File: config.mk
export PLATFORM = sky130hd
export DESIGN_NAME = active_list
export DESIGN_NICKNAME = d
export VERILOG_FILES = /design/src/rtl/active_list_pkg.sv /design/src/rtl/active_list.sv
export SDC_FILE = /design/constraint.sdc
export NUM_CORES = 1
export LEC_CHECK = 0
export CAP_MARGIN = 20
export CORE_MARGIN = 3
export CORE_UTILIZATION = 64
export CTS_CLUSTER_DIAMETER = 60
export DETAILED_ROUTE_END_ITERATION = 10
export DONT_BUFFER_PORTS = 1
export PLACE_DENSITY = 0.8
export SETUP_SLACK_MARGIN = 0.4
export SLEW_MARGIN = 25
export SYNTH_ARGS = -nofsm -noshare
export SYNTH_HDL_FRONTEND = slang
export SYNTH_SLANG_ARGS = --single-unit
File: constraint.sdc
create_clock -name clk -period 4.3 [get_ports clk]
set_input_delay 0.86 -clock clk [delete_from_list [all_inputs] [get_ports clk]]
set_output_delay 0.86 -clock clk [all_outputs]
set_load 0.005 [all_outputs]
File: src/rtl/active_list_pkg.sv
// Shared types for the active list: index, physical tag, FSM state and entry payload.
package active_list_pkg;

    localparam int DEPTH  = 32;
    localparam int IDX_W  = $clog2(DEPTH);
    localparam int CNT_W  = IDX_W + 1;
    localparam int PREG_W = 6;

    typedef logic [IDX_W-1:0]  ActiveListIdx;
    typedef logic [CNT_W-1:0]  AlCount;
    typedef logic [PREG_W-1:0] PhysReg;
    typedef logic [4:0]        MipsReg;

    typedef enum logic {AL_RUN, AL_WALK} AlState;

    // Payload captured at dispatch; the valid/done/mispredict status bits live
    // in separate resettable vectors.
    typedef struct packed {
        logic   uses_rw;
        MipsReg arch_rd;
        PhysReg new_preg;
        PhysReg old_preg;
        logic   is_branch;
        logic   is_store;
    } ActiveListEntry;

endpackage

File: src/rtl/active_list.sv
// In-order retirement buffer: allocates indices at dispatch, marks completion
// from writeback, retires from the head, and on a mispredicted branch walks back
// from the tail restoring the rename map one entry per cycle.
module active_list
    import active_list_pkg::*;
(
    input  logic         clk,
    input  logic         rst_n,
    input  logic         alloc_valid,
    output logic         alloc_ready,
    output ActiveListIdx alloc_index,
    input  logic         alloc_uses_rw,
    input  MipsReg       alloc_arch_rd,
    input  PhysReg       alloc_new_preg,
    input  PhysReg       alloc_old_preg,
    input  logic         alloc_is_branch,
    input  logic         alloc_is_store,
    input  logic         wb_valid,
    input  ActiveListIdx wb_index,
    input  logic         wb_mispredict,
    output logic         commit_valid,
    output ActiveListIdx commit_index,
    output logic         commit_uses_rw,
    output MipsReg       commit_arch_rd,
    output logic         commit_is_store,
    output logic         free_valid,
    output PhysReg       free_preg,
    output logic         rollback_valid,
    output MipsReg       rollback_arch_rd,
    output PhysReg       rollback_preg,
    output logic         flush
);

    AlState           r_state, w_state_next;
    ActiveListIdx     r_head, r_tail, w_head_next, w_tail_next, w_walk_idx;
    AlCount           r_count, w_count_next;
    logic [DEPTH-1:0] r_valid, r_done, r_mispredict;
    ActiveListEntry   r_entry [DEPTH];
    logic             w_alloc_fire, w_commit, w_walk, w_wb_hit;

    assign w_walk_idx  = r_tail - ActiveListIdx'(1);
    assign alloc_index = r_tail;
    // Writeback is only honoured in RUN and only for live entries.
    assign w_wb_hit    = (r_state == AL_RUN) & wb_valid & r_valid[wb_index];

    // Next-state, pointer arithmetic and all combinational outputs.
    always_comb begin
        // NOTE: every signal gets a default before the case so no path leaves one unassigned (no latches).
        w_state_next     = r_state;
        w_head_next      = r_head;
        w_tail_next      = r_tail;
        w_count_next     = r_count;
        w_alloc_fire     = 1'b0;
        w_commit         = 1'b0;
        w_walk           = 1'b0;
        alloc_ready      = 1'b0;
        commit_valid     = 1'b0;
        commit_index     = '0;
        commit_uses_rw   = 1'b0;
        commit_arch_rd   = '0;
        commit_is_store  = 1'b0;
        free_valid       = 1'b0;
        free_preg        = '0;
        rollback_valid   = 1'b0;
        rollback_arch_rd = '0;
        rollback_preg    = '0;
        flush            = 1'b0;

        case (r_state)
            AL_RUN: begin
                alloc_ready  = (r_count != AlCount'(DEPTH));
                w_alloc_fire = alloc_valid & alloc_ready;
                w_commit     = (r_count != '0) & r_valid[r_head] & r_done[r_head];
                commit_valid = w_commit;
                if (w_commit) begin
                    commit_index    = r_head;
                    commit_uses_rw  = r_entry[r_head].uses_rw;
                    commit_arch_rd  = r_entry[r_head].arch_rd;
                    commit_is_store = r_entry[r_head].is_store;
                    free_valid      = r_entry[r_head].uses_rw;
                    free_preg       = r_entry[r_head].old_preg;
                end
                w_tail_next  = r_tail + ActiveListIdx'(w_alloc_fire);
                w_head_next  = r_head + ActiveListIdx'(w_commit);
                w_count_next = r_count + AlCount'(w_alloc_fire) - AlCount'(w_commit);
                // Anything still in the list behind a mispredicted branch is wrong-path.
                if (w_commit && r_mispredict[r_head] && (w_count_next != '0))
                    w_state_next = AL_WALK;
            end
            AL_WALK: begin
                flush            = 1'b1;
                w_walk           = 1'b1;
                rollback_valid   = r_entry[w_walk_idx].uses_rw;
                rollback_arch_rd = r_entry[w_walk_idx].arch_rd;
                rollback_preg    = r_entry[w_walk_idx].old_preg;
                free_valid       = r_entry[w_walk_idx].uses_rw;
                free_preg        = r_entry[w_walk_idx].new_preg;
                w_tail_next      = w_walk_idx;
                w_count_next     = r_count - AlCount'(1);
                if (w_walk_idx == r_head)
                    w_state_next = AL_RUN;
            end
        endcase
    end

    // State, pointers and per-entry status bits with synchronous reset.
    always_ff @(posedge clk) begin
        // NOTE: sequential state uses non-blocking assignments so every flop samples pre-edge values.
        if (!rst_n) begin
            r_state      <= AL_RUN;
            r_head       <= '0;
            r_tail       <= '0;
            r_count      <= '0;
            r_valid      <= '0;
            r_done       <= '0;
            r_mispredict <= '0;
        end else begin
            r_state <= w_state_next;
            r_head  <= w_head_next;
            r_tail  <= w_tail_next;
            r_count <= w_count_next;
            if (w_wb_hit) begin
                r_done[wb_index]       <= 1'b1;
                r_mispredict[wb_index] <= r_mispredict[wb_index] |
                                          (wb_mispredict & r_entry[wb_index].is_branch);
            end
            if (w_commit)
                r_valid[r_head] <= 1'b0;
            if (w_walk)
                r_valid[w_walk_idx] <= 1'b0;
            if (w_alloc_fire) begin
                r_valid[r_tail]      <= 1'b1;
                r_done[r_tail]       <= 1'b0;
                r_mispredict[r_tail] <= 1'b0;
            end
        end
    end

    // Entry payload, written once at allocation.
    always_ff @(posedge clk) begin
        // NOTE: payload is not reset; it is only ever read behind a set valid bit, which is reset.
        if (w_alloc_fire)
            r_entry[r_tail] <= '{uses_rw:   alloc_uses_rw,
                                 arch_rd:   alloc_arch_rd,
                                 new_preg:  alloc_new_preg,
                                 old_preg:  alloc_old_preg,
                                 is_branch: alloc_is_branch,
                                 is_store:  alloc_is_store};
    end

endmodule

==> results of run 1 <==
[per-layer routing]
layer / GRT usage / wire length [um] / up-vias
met5: 0 / 16 / -
met4: 0.216 / 7270 / 2
met3: 0.132 / 17500 / 506
met2: 0.603 / 54000 / 2389
met1: 0.524 / 38500 / 11737
li1: - / - / 8908
[sequential cells by signal, indices dropped and copies added, names as in the netlist, named ones only]
| name | count |
|---|---|
| r_done | 32 |
| r_state | 1 |
| r_count | 6 |
| r_valid | 32 |
| r_mispredict | 32 |
| r_entry | 640 |
| r_head | 5 |
| alloc_index | 5 |
[synth_stat cells, types with 4 or more instances]
| cell | instances |
|---|---|
| edfxtp_1 | 640 |
| nor3_1 | 19 |
| buf_1 | 9 |
| o21ai_1 | 9 |
| inv_1 | 64 |
| a2111oi_0 | 8 |
| and2_4 | 4 |
| dfxtp_1 | 118 |
| a31oi_1 | 6 |
| and2_1 | 28 |
| o221ai_1 | 5 |
| a22o_1 | 8 |
| a211oi_1 | 7 |
| o31a_1 | 4 |
| nor4_1 | 9 |
| o21a_1 | 25 |
| buf_6 | 24 |
| mux4_2 | 284 |
| o21bai_1 | 6 |
| o21ai_0 | 45 |
| o22ai_1 | 66 |
| buf_4 | 14 |
| xnor2_1 | 21 |
| ha_1 | 22 |
| nand3b_1 | 7 |
| nor2_1 | 84 |
| o22ai_2 | 4 |
| o32ai_1 | 5 |
| nor2b_1 | 14 |
| nand2b_1 | 8 |
| nor3_2 | 11 |
| mux2i_1 | 84 |
| nor3b_1 | 13 |
| a211oi_2 | 24 |
| o2bb2ai_1 | 5 |
| or3_1 | 5 |
| nand2_1 | 116 |
| buf_2 | 55 |
| and3_1 | 8 |
| a21oi_1 | 74 |
| a41oi_1 | 31 |
| clkbuf_1 | 50 |
| mux2_2 | 14 |
| nand3_1 | 13 |
[per-stage QoR]
step,cell area (um^2),setup WS (ns),hold slack (ns),std cells,utilization
floorplan,35200,0.486,0.428,2129,-
global placement,36400,0.303,0.450,2788,0.672
detailed placement,36400,0.289,0.463,2788,0.672
CTS,39900,0.301,0.296,2974,0.737
global route,40500,0.136,0.304,3012,0.748
finish,40500,0.171,0.306,3014,0.748
[path summary, 6_finish.rpt]
check / startpoint / end / slack, ns / cells after the start
max: alloc_index[0]$_SDFF_PN0_ / free_preg[0] / 0.17 / 10
min: alloc_arch_rd[1] / r_entry[23][15]$_DFFE_PP_ / 0.31 / 0
max reg2reg: r_head[1]$_SDFFE_PN0N_ / r_state$_SDFF_PN0_ / 0.60 / 16
min reg2reg: r_done[13]$_SDFF_PN0_ / r_done[13]$_SDFF_PN0_ / 0.47 / 2
[critical path, stage by stage, from the launching register on]
cell and delay (ns):
dfxtp_4 0.52, inv_4 0.07, ha_4 0.20, nor2_1 0.25, a21boi_4 0.30, nor2_2 0.08, buf_4 0.24, nor3b_1 0.47
a2111oi_4 0.13, buf_4 0.21, o2bb2ai_4 0.15
[report_power, final]
| group | switching [mW] | total, mW | internal (mW) | leakage [nW] |
|---|---|---|---|---|
| Combinational | 2.50 | 4.71 | 2.21 | 5.34 |
| Sequential | 0.0751 | 8.15 | 8.08 | 6.72 |
| Clock | 2.91 | 6.53 | 3.62 | 1.15 |
[cell type report]
| cell class | instances | area (um^2) |
|---|---|---|
| antenna | 2 | 5.00 |
| clock buffer | 104 | 2100 |
| clock inverter | 32 | 267 |
| fill | 2932 | 13600 |
| inverter | 66 | 253 |
| multi-input combinational | 1152 | 13100 |
| sequential | 758 | 21600 |
| tap | 696 | 871 |
| timing repair buffer | 204 | 2300 |
[cell families after synthesis]
logic type      count (synthesis)  synth area share
compound gates                354            0.0726
xor+xnor                       26           0.00689
fa+ha+maj                      23           0.00839
buf+inv                       219            0.0324
flops                         758             0.613
mux                           383             0.211
simple gates                  366            0.0560
[timing repair]
| action | CTS | global route |
|---|---|---|
| resized for setup | 97 | 52 |
| setup endpoints to repair | 33 | 23 |
| pin swaps | 23 | 18 |
| gates cloned | 7 | 3 |
| buffers inserted | 43 | 35 |
==> key figures, run 1 <==
Outcome
  – Status: complete, no violations

GRT
  – First-pass GRT wire length: about 160,000 um
  – Gr usage total: 0.400
  – Overflow left after global routing: 0
  – Largest net degree at the start of global routing: a little over 80
  – Initial antenna violation count: 2
  – Number of global-route vias before repair: 23,207

Setup path
  – Critical path endpoint category: primary output
  – CP arrival: about 3.3 ns
  – Required @ worst endpoint: roughly 3.4 ns
  – Crit Path Max Fanout: 12
  – Type of origin of the critical path: flip-flop
  – Crit path kind: reg2out

Synth
  – Post-synth EDFFs: 640
  – Cell variety after synth: 85
  – Syn Std Cell Area: between 30,000 and 40,000 um^2
  – Top FF cell, synth: edfxtp_1
  – Synth warn: 0
  – Largest area contributor in the netlist: edfxtp_1
  – Mapped Cells: roughly 2,100
  – Post-synth net total: 2,182
  – Top cells by area, synth: edfxtp_1 (55%), mux4_2 (18%), dfxtp_1 (6.7%)
  – Sequential fraction of the synthesis area: 0.613
  – Post-synth top area share: 0.546
  – Avg Inst Size Synth: ~17 um^2
  – Async SR Flop Fraction: 0
  – Yosys reg bits: roughly 760

STA
  – TNS Setup: 0 ns
  – Worst-Margin Slew: about 1.0 ns
  – Final Max Slew Viols: 0
  – Final Hold Viols: 0
  – Clock Skew: ~0.031 ns
  – Final setup viols: 0
  – Period utilization: 0.960
  – Min cycle time layout: approximately 4.1 ns
  – Slew HR: 0.311
  – Max Fclk: roughly 240 MHz
  – Unrepaired setup endpoints after global routing: true

Cells and area
  – Most common cell after layout, fill and taps aside: edfxtp_1
  – Post-layout nets: between 2,000 and 2,500
  – Most frequent cells in the layout: edfxtp_1 (640), mux4_2 (285), buf_4 (143), nand2_1 (114), dfxtp_1 (105)
  – Share of cells above drive strength 1: 0.326
  – Area Growth Syn to Fin: 15.0%

Route
  – Drt first-iter violations: about 3,700
  – Pre-Repair DR Iteration Count: 6
  – Wirelength, routed: about 120,000 um
  – Drt wl/cell: between 30 and 40 um
  – Via-to-Cell Ratio: between 7 and 8
  – DRT antenna net count: 0
  – Via count: ~24,000
  – DRC Markers: 0

Pwr
  – Static leakage: about 13 nW
  – Total power: roughly 19 mW
  – Worst ir drop on vdd: 421 uV
  – PwrDens: between 400 and 500 nW/um^2

Die
  – Die area: 57,900 um^2
  – Initial Util: 0.650
  – Die X: roughly 240 um
  – I/O pin count: 69
  – Die Y-Extent: about 240 um
  – Core Area: ~54,000 um^2
  – Core Rows: between 80 and 90

Clock tree
  – CTS clk-pin slew, worst paths: ~0.070 ns
  – CTS HTree Levels: 3
  – Worst-Skew Late Latency: between 0.6 and 0.7 ns
  – CTS tree: done
  – Root Buffer: clkbuf_16
  – Hold-fix buffers, CTS: 0
  – Clk sinks: around 760
  – CTS buffer count: 77
  – CTS Buffer Depth: 3

Worst hold path
  – Worst min-delay path class: in2reg

Placed design
  – Dpl hpwl: between 60,000 and 70,000 um
  – Routability Congestion: about 0.94
  – PortBufs: 0

Job
  – Max-cap viol count: 0
(Power assumes the default switching activity.)
==> inputs of run 2 (changes only) <==
Settings changed: CAP_MARGIN 20 to 5.
==> results of run 2 <==
No change in the layout: final DEF, timing and power equal those of run 1.
